## src/rtl/imm_ext_pipe_pkg.sv

```systemverilog
// Shared encodings, field positions and stage-1 record for the immediate extender.
package imm_ext_pipe_pkg;

  typedef enum logic [2:0] {
    IMM_DP_ROT = 3'b000,
    IMM_MEM12  = 3'b001,
    IMM_BRANCH = 3'b010,
    IMM_HALF8  = 3'b011,
    IMM_ZEXT8  = 3'b100
  } imm_src_e;

  localparam int INSTR_W       = 24;
  localparam int ROT_FIELD_LSB = 8;
  localparam int ROT_FIELD_W   = 4;
  // Rotate amount is taken modulo 32, so 5 bits always suffice.
  localparam int ROT_W         = 5;

  // Everything stage 2 needs, captured at accept time.
  typedef struct packed {
    logic [2:0]         mode;
    logic [INSTR_W-1:0] instr;
    logic [ROT_W-1:0]   rot;
    logic               u;
    logic               carry_in;
  } s1_t;

  // Scaled rotate amount, wrapped to the 32-bit rotate range.
  function automatic logic [ROT_W-1:0] rot_amt(input logic [ROT_FIELD_W-1:0] field,
                                               input int step);
    return ROT_W'(int'(field) * step);
  endfunction

endpackage

```

## src/rtl/imm_ext_pipe_if.sv

```systemverilog
// Request/response handshake bundle between the core and the immediate extender.
interface imm_ext_if #(parameter int DATA_W = 32);
  logic              in_valid;
  logic              in_ready;
  logic [23:0]       instr;
  logic [2:0]        imm_src;
  logic              carry_in;
  logic              out_valid;
  logic              out_ready;
  logic [DATA_W-1:0] ext_imm;
  logic              carry_out;
  logic              illegal;

  // Core side: issues requests, consumes results.
  modport master (
    output in_valid, instr, imm_src, carry_in, out_ready,
    input  in_ready, out_valid, ext_imm, carry_out, illegal
  );

  // Extender side.
  modport slave (
    input  in_valid, instr, imm_src, carry_in, out_ready,
    output in_ready, out_valid, ext_imm, carry_out, illegal
  );
endinterface

```

## src/rtl/imm_ext_pipe_rotator.sv

```systemverilog
// 32-bit rotate-right with ARM shifter carry select (carry passes through on rot=0).
module imm_rotator (
  input  logic [31:0] data,
  input  logic [4:0]  rot,
  input  logic        carry_in,
  output logic [31:0] result,
  output logic        carry_out
);
  // A shift by 32 yields zero, so rot=0 collapses to the plain input.
  assign result    = (data >> rot) | (data << (6'd32 - {1'b0, rot}));
  assign carry_out = (rot == '0) ? carry_in : result[31];
endmodule

```

## src/rtl/imm_ext_pipe.sv

```systemverilog
// Two-stage valid/ready immediate extender: stage 1 captures fields,
// stage 2 decodes and registers the operand, plus a saturating illegal counter.
module imm_ext_pipe
  import imm_ext_pipe_pkg::*;
#(
  parameter int DATA_W    = 32,
  parameter int ROT_STEP  = 2,
  parameter int ERR_CNT_W = 8
) (
  input  logic                 clk,
  input  logic                 rst_n,
  imm_ext_if.slave             bus,
  input  logic                 clr_err,
  output logic [ERR_CNT_W-1:0] err_cnt
);

  logic s1_valid, s2_valid, s1_adv, s2_adv, in_fire;
  s1_t  s1;

  logic [31:0]       rot_res;
  logic              rot_c;
  logic [DATA_W-1:0] nxt_imm, mag;
  logic              nxt_c, nxt_ill;

  logic [DATA_W-1:0] ext_r;
  logic              carry_r, ill_r;

  assign s2_adv       = !s2_valid || bus.out_ready;
  assign s1_adv       = s1_valid && s2_adv;
  assign bus.in_ready = !s1_valid || s2_adv;
  assign in_fire      = bus.in_valid && bus.in_ready;

  // Stage 1: capture request fields and the pre-scaled rotate amount.
  always_ff @(posedge clk or negedge rst_n) begin
    if (!rst_n) begin
      s1_valid <= 1'b0;
      s1       <= '0;
    end else begin
      if (bus.in_ready) s1_valid <= bus.in_valid;
      if (in_fire)
        s1 <= '{mode:     bus.imm_src,
                instr:    bus.instr,
                rot:      rot_amt(bus.instr[ROT_FIELD_LSB +: ROT_FIELD_W], ROT_STEP),
                u:        bus.instr[23],
                carry_in: bus.carry_in};
    end
  end

  imm_rotator u_rot (
    .data      ({24'b0, s1.instr[7:0]}),
    .rot       (s1.rot),
    .carry_in  (s1.carry_in),
    .result    (rot_res),
    .carry_out (rot_c)
  );

  // Stage 2 decode: pick the operand for the captured mode.
  always_comb begin
    nxt_imm = '0;
    nxt_c   = 1'b0;
    nxt_ill = 1'b0;
    mag     = '0;
    case (s1.mode)
      IMM_DP_ROT: begin
        nxt_imm = DATA_W'(rot_res);
        nxt_c   = rot_c;
      end
      IMM_MEM12: begin
        mag     = DATA_W'(s1.instr[11:0]);
        nxt_imm = s1.u ? mag : -mag;
      end
      IMM_BRANCH: nxt_imm = {{(DATA_W-26){s1.instr[23]}}, s1.instr, 2'b00};
      IMM_HALF8: begin
        mag     = DATA_W'({s1.instr[11:8], s1.instr[3:0]});
        nxt_imm = s1.u ? mag : -mag;
      end
      IMM_ZEXT8:  nxt_imm = DATA_W'(s1.instr[7:0]);
      default:    nxt_ill = 1'b1;
    endcase
  end

  // Stage 2: register the result; hold it while the consumer stalls.
  always_ff @(posedge clk or negedge rst_n) begin
    if (!rst_n) begin
      s2_valid <= 1'b0;
      ext_r    <= '0;
      carry_r  <= 1'b0;
      ill_r    <= 1'b0;
    end else begin
      if (s2_adv) s2_valid <= s1_valid;
      if (s1_adv) begin
        ext_r   <= nxt_imm;
        carry_r <= nxt_c;
        ill_r   <= nxt_ill;
      end
    end
  end

  // Illegal counter: clear wins over increment, saturates at all-ones.
  always_ff @(posedge clk or negedge rst_n) begin
    if (!rst_n)                                    err_cnt <= '0;
    else if (clr_err)                              err_cnt <= '0;
    else if (s1_adv && nxt_ill && (err_cnt != '1)) err_cnt <= err_cnt + 1'b1;
  end

  assign bus.out_valid = s2_valid;
  assign bus.ext_imm   = ext_r;
  assign bus.carry_out = carry_r;
  assign bus.illegal   = ill_r;

endmodule

```

## src/flat_wrapper.sv

```systemverilog
// flat-port wrapper written by rule: the top's interface ports become plain ports
module imm_ext_pipe_flat import imm_ext_pipe_pkg::*;
#(
  parameter int DATA_W    = 32,
  parameter int ROT_STEP  = 2,
  parameter int ERR_CNT_W = 8
)
  (clk, rst_n, clr_err, err_cnt, bus_in_valid, bus_instr, bus_imm_src, bus_carry_in, bus_out_ready, bus_in_ready, bus_out_valid, bus_ext_imm, bus_carry_out, bus_illegal);
  imm_ext_if #(.DATA_W(DATA_W)) bus_i ();
  input  logic clk;
  input  logic rst_n;
  input  logic clr_err;
  output logic [ERR_CNT_W-1:0] err_cnt;
  input wire logic [$bits(bus_i.in_valid)-1:0] bus_in_valid;
  input wire logic [$bits(bus_i.instr)-1:0] bus_instr;
  input wire logic [$bits(bus_i.imm_src)-1:0] bus_imm_src;
  input wire logic [$bits(bus_i.carry_in)-1:0] bus_carry_in;
  input wire logic [$bits(bus_i.out_ready)-1:0] bus_out_ready;
  output wire logic [$bits(bus_i.in_ready)-1:0] bus_in_ready;
  output wire logic [$bits(bus_i.out_valid)-1:0] bus_out_valid;
  output wire logic [$bits(bus_i.ext_imm)-1:0] bus_ext_imm;
  output wire logic [$bits(bus_i.carry_out)-1:0] bus_carry_out;
  output wire logic [$bits(bus_i.illegal)-1:0] bus_illegal;
  assign bus_i.in_valid = bus_in_valid;
  assign bus_i.instr = bus_instr;
  assign bus_i.imm_src = bus_imm_src;
  assign bus_i.carry_in = bus_carry_in;
  assign bus_i.out_ready = bus_out_ready;
  assign bus_in_ready = bus_i.in_ready;
  assign bus_out_valid = bus_i.out_valid;
  assign bus_ext_imm = bus_i.ext_imm;
  assign bus_carry_out = bus_i.carry_out;
  assign bus_illegal = bus_i.illegal;
  imm_ext_pipe #(.DATA_W(DATA_W), .ROT_STEP(ROT_STEP), .ERR_CNT_W(ERR_CNT_W)) u_core (.clk(clk), .rst_n(rst_n), .bus(bus_i), .clr_err(clr_err), .err_cnt(err_cnt));
endmodule
```

## config.mk

```make
export PLATFORM = sky130hd
export DESIGN_NAME = imm_ext_pipe_flat
export DESIGN_NICKNAME = d
export VERILOG_FILES = /design/src/rtl/imm_ext_pipe_pkg.sv /design/src/rtl/imm_ext_pipe_if.sv /design/src/rtl/imm_ext_pipe_rotator.sv /design/src/rtl/imm_ext_pipe.sv /design/src/flat_wrapper.sv
export SDC_FILE = /design/constraint.sdc
export NUM_CORES = 1
export LEC_CHECK = 0
export CAP_MARGIN = 20
export CORE_ASPECT_RATIO = 0.9
export CORE_MARGIN = 2
export CORE_UTILIZATION = 50
export DETAILED_ROUTE_END_ITERATION = 6
export PLACE_DENSITY = 0.74
export SLEW_MARGIN = 15
export SYNTH_ARGS = -nofsm -noshare
export SYNTH_HDL_FRONTEND = slang
export SYNTH_SLANG_ARGS = --single-unit
```

## constraint.sdc

```tcl
create_clock -name clk -period 3.2 [get_ports clk]
set_input_delay 0.96 -clock clk [delete_from_list [all_inputs] [get_ports clk]]
set_output_delay 0.96 -clock clk [all_outputs]
set_load 0.005 [all_outputs]
```

==> metrics.sh <==
RUN_STATUS='finished, final reports clean'
CLKSLEWWORSTSETUPHOLDPATHS_PS=70
DETAILEDPLACE.WORSTSLACK_PS=137.2
TIMING.CRITICAL_PATH.FANOUT_MAX=3
MAX_FREQ_MHz=326.0
MOST_FREQUENT_STANDARD_CELL_IN_THE_LAYOUT_EXCLUDING_FILL_AND_TAP_CELLS='clkdlybuf4s50_1'
INITIAL_CORE_UTIL=0.5203
YOSYS_WARNINGS=0
SLOWEST_STAGE='clkdlybuf4s50_1'
N_ANTENNA_CELL=0
GRT_FIRST_PASS_WIRELENGTH_UM=23090
CLKLATENCYLATEPIN_PS=370
SETUP.WORST_PATH.CLASS='in2out'
DIE_AREA_MM2=0.009819
R2R_STARTPOINT='u_core.s1[14]'
FLOORPLAN.IO_PINS=77
VDD_DROP_MAX_V=0.0003031
TIMING.SLEW.HEADROOM=0.4453
CTS_INSERTED_BUFFERS=9
SLOWEST_DELAY_PS=510
HOLDPATHEND='u_core.bus.ext_imm[30]'
SYN_AREA_MM2=0.004521
R2R_END='u_core.bus.ext_imm[11]'
CP.ARRIVAL_PS=2110
SYNTHMUXAREASHARE=0.1085
SYNTH_ENABLE_FLOP_CELLS=0
SYNTH_FLOP_CELL='dfrtp_1'
DRTANTENNAVIOLNETS=0
TOTAL_LEAKAGE_POWER_nW=2.325
GR-MAX-USAGE-LAYER='met2'
CRIT_END_CATEGORY='primary output'
FP-ROW-COUNT=32
SYNTH_FP_NETS=527
DRIVE_GT1_FRAC=0.1632
DR_TOTAL_VIAS=4286
POST-ROUTE-CELL-AREA_MM2=0.005742
TRITONCTS='yes'
TOTAL_NUMBER_OF_NETS_IN_THE_FINAL_DESIGN=609
WORSTHOLDSTART='u_core.bus.ext_imm[30]'
POSTCTSRESIZEDCELLS=0
POST_CTS.REPAIR.SETUP_BUFFERS=0
CORE_MM2=0.008688
TIMING.FINAL.CRIT_SHARE=0.9587
NUMCLOCKSINKS=72
POST_SYNTH_XOR_AREA_FRACTION=0.03487
SYNTHESIS_STAGE_REGISTER_BIT_COUNT=72
FINALWIRELENGTH_UM=14260
FIN_CELLS=695
SYNTH-ASYNC-RESET-RATIO=1.000
COUNT_OF_HOLD_BUFFERS_INSERTED_BY_POST_CTS_REPAIR=0
FIN_TNS_SETUP_PS=0
AREAGROWTHSYNTHTOFINISH_PCT=27.01
PERIOD_NEEDED_PS=3068
TOTAL_GLOBAL_ROUTING_TRACK_UTILIZATION=0.3080
CRIT_CHAIN='clkdlybuf4s50_1, nor2b_1, nand2_1, clkdlybuf4s50_1'
TIMING.HOLD.WORST_PATH_DEPTH=2
YS_TYPES=61
SYNTH.TOP_CELL.AREA_SHARE=0.3986
DPL_WIRE_LENGTH_UM=10430
DRT_ITER0_MARKERS=359
GRT_START_MAX_NET_PINS=45
GRTUSAGEMET1=0.3983
RR_WORST_DEPTH=8
ROUTE.DETAILED.WL_PER_INST_UM=20.51
LARGEST_FAMILY_OF_LOGIC_CELLS_BY_SYNTHESIZED_AREA='compound AO/OA/AOI/OAI gates'
TIGHTEST_SLEW_PS=824.5
POWER_PER_CELL_AREA_mW_PER_MM2=559.8
NETLIST_INSTANCES=489
SYNTH_COMPOUND_AREA_FRAC=0.2043
PLACED_INSTS=679
CLOCK-SKEW-FINAL_PS=9.598
WORSTHOLDPATHTYPE='reg2reg'
CTS_ROOT_BUF='clkbuf_8'
DOMINANT_CELL_TYPE_BY_AREA_AFTER_SYNTHESIS='dfrtp_1'
FLOORPLAN.DIE.HEIGHT_UM=94.21
CELL_REPEATED_MOST_ALONG_THE_WORST_PATH='clkdlybuf4s50_1'
YS_SEQ_AREA_FRAC=0.3986
DRTPASS1ITERATIONS=6
SYNTHSIMPLEGATEAREAFRAC=0.1943
TIMING.FINAL.MAX_SLEW_VIOLATIONS=0
CP-START-KIND='input pin'
GR-USAGE-MET3=0.07906
MET2_USAGE=0.5027
TIMING.FINAL.SETUP_VIOLATIONS=0
FIRST_GLOBAL_VIAS=4261
CRITPATHREQUIREDTIME_PS=2240
IO_BUFFER_COUNT=76
REGAREA_MM2=0.001802
TIMING.FINAL.HOLD_VIOLATIONS=0
MAXCAPVIOLCOUNT=0
NFILLCELLS=746
AREA_SHARE_OF_FA_HA_MAJ_CELLS_AFTER_SYNTHESIS=0.01384
TIMING.FINAL.WS_SETUP_PS=132.1
DRC_ERRORS=0
MOSTFREQUENTLAYOUTCELLS='75 x clkdlybuf4s50_1, 72 x dfrtp_1, 43 x nand2_1, 35 x buf_4, 33 x a21oi_1'
CTS.PATH.MAX_BUFFERS=2
GP_CONGESTION=0.9981
DIE-WIDTH_UM=104.2
POSTPLACECELLAREA_MM2=0.005535
ROUTE.DETAILED.VIAS_PER_INST=6.167
SYNTH.TOP_CELLS.BY_AREA='dfrtp_1 40%, mux2_2 8.0%, a21oi_1 3.7%'
GLOBALROUTE.TOTALOVERFLOW=0
CLOCK_TREE.HTREE_LEVEL_COUNT=3
AVGSYNTHCELLAREA_UM2=9.245
INITIAL_ANTENNA_VIOLATION_COUNT=0
MULTIINPUTGATEAREA_MM2=0.002512
RSZ_0062_RAISED_AFTER_GLOBAL_ROUTING='no'
POST-LAYOUT-TOTAL-POWER_mW=3.214
R2R_SETUP_SLACK_PS=580
[layer usage]
layer	vias to the layer above	share of wire
met2	204	0.47
li1	1981	-
met5	-	0
met3	30	0.081
met1	2071	0.43
met4	0	0.024
[flip-flops by register name, summed over array words and instances, names as in the netlist]
signal                flops
u_core.bus.ext_imm       32
u_core.err_cnt            8
u_core.bus.carry_out      1
u_core.bus.out_valid      1
u_core.s1                28
u_core.s1_valid           1
u_core.bus.illegal        1
[worst max-delay path by stage]
| stage | startpoint | cells after the start | end | slack, ps |
|---|---|---|---|---|
| 4_1_cts | bus_out_ready | 4 | bus_in_ready | 130 |
| 6_report | bus_out_ready | 4 | bus_in_ready | 130 |
| 5_1_grt | bus_out_ready | 4 | bus_in_ready | 100 |
| 3_3_place_gp | bus_out_ready | 4 | bus_in_ready | 160 |
| 2_1_floorplan | u_core.s1[16] | 9 | u_core.bus.ext_imm[10] | 610 |
| 3_5_place_dp | bus_out_ready | 4 | bus_in_ready | 140 |
[power by group]
group          internal [mW]  switching (mW)  total (mW)
sequential              1.06           0.130        1.19
combinational          0.599           0.662        1.26
clock                  0.400           0.367       0.766
total                   2.06            1.16        3.21
[Yosys cell counts (7+ instances only)]
cell / instances
dfrtp_1: 72
nand2_1: 43
a21oi_1: 33
mux2_2: 32
clkbuf_1: 31
nor2_1: 31
o21ai_0: 26
nor3_1: 16
nand3_1: 14
mux2i_1: 13
nand2b_1: 13
xnor2_1: 13
a221oi_1: 8
a31oi_1: 8
inv_1: 8
a221o_1: 7
[critical path: cells and delay by family]
kind / cells / cell delay [ps]
simple gates: 2 / 170
buf+inv: 2 / 980
[cells by family (layout without fill, tap and decap cells)]
kind of cell / count (synthesis) / count (layout)
simple gates: 164 / 164
xor+xnor: 18 / 18
compound gates: 135 / 135
buf+inv: 50 / 137
mux: 45 / 45
flops: 72 / 72
fa+ha+maj: 5 / 5
[stage by stage]
stage / utilization / hold WS (ps)
final: 0.6609 / 480.0
after global routing: 0.6609 / 505.9
after CTS: 0.6609 / 487.4
after detailed placement: 0.6371 / 471.0
after global placement: 0.6371 / 467.5
after floorplan: - / 471.1
[area by class of cell]
type | count | share of cell area
Multi-Input combinational cell | 367 | 0.4376
Inverter | 9 | 0.005884
Clock inverter | 5 | 0.009588
Tap cell | 119 | 0.02593
Clock buffer | 11 | 0.02637
Sequential cell | 72 | 0.3138
Timing Repair Buffer | 112 | 0.1809
Power figures use the tool's default switching activity.
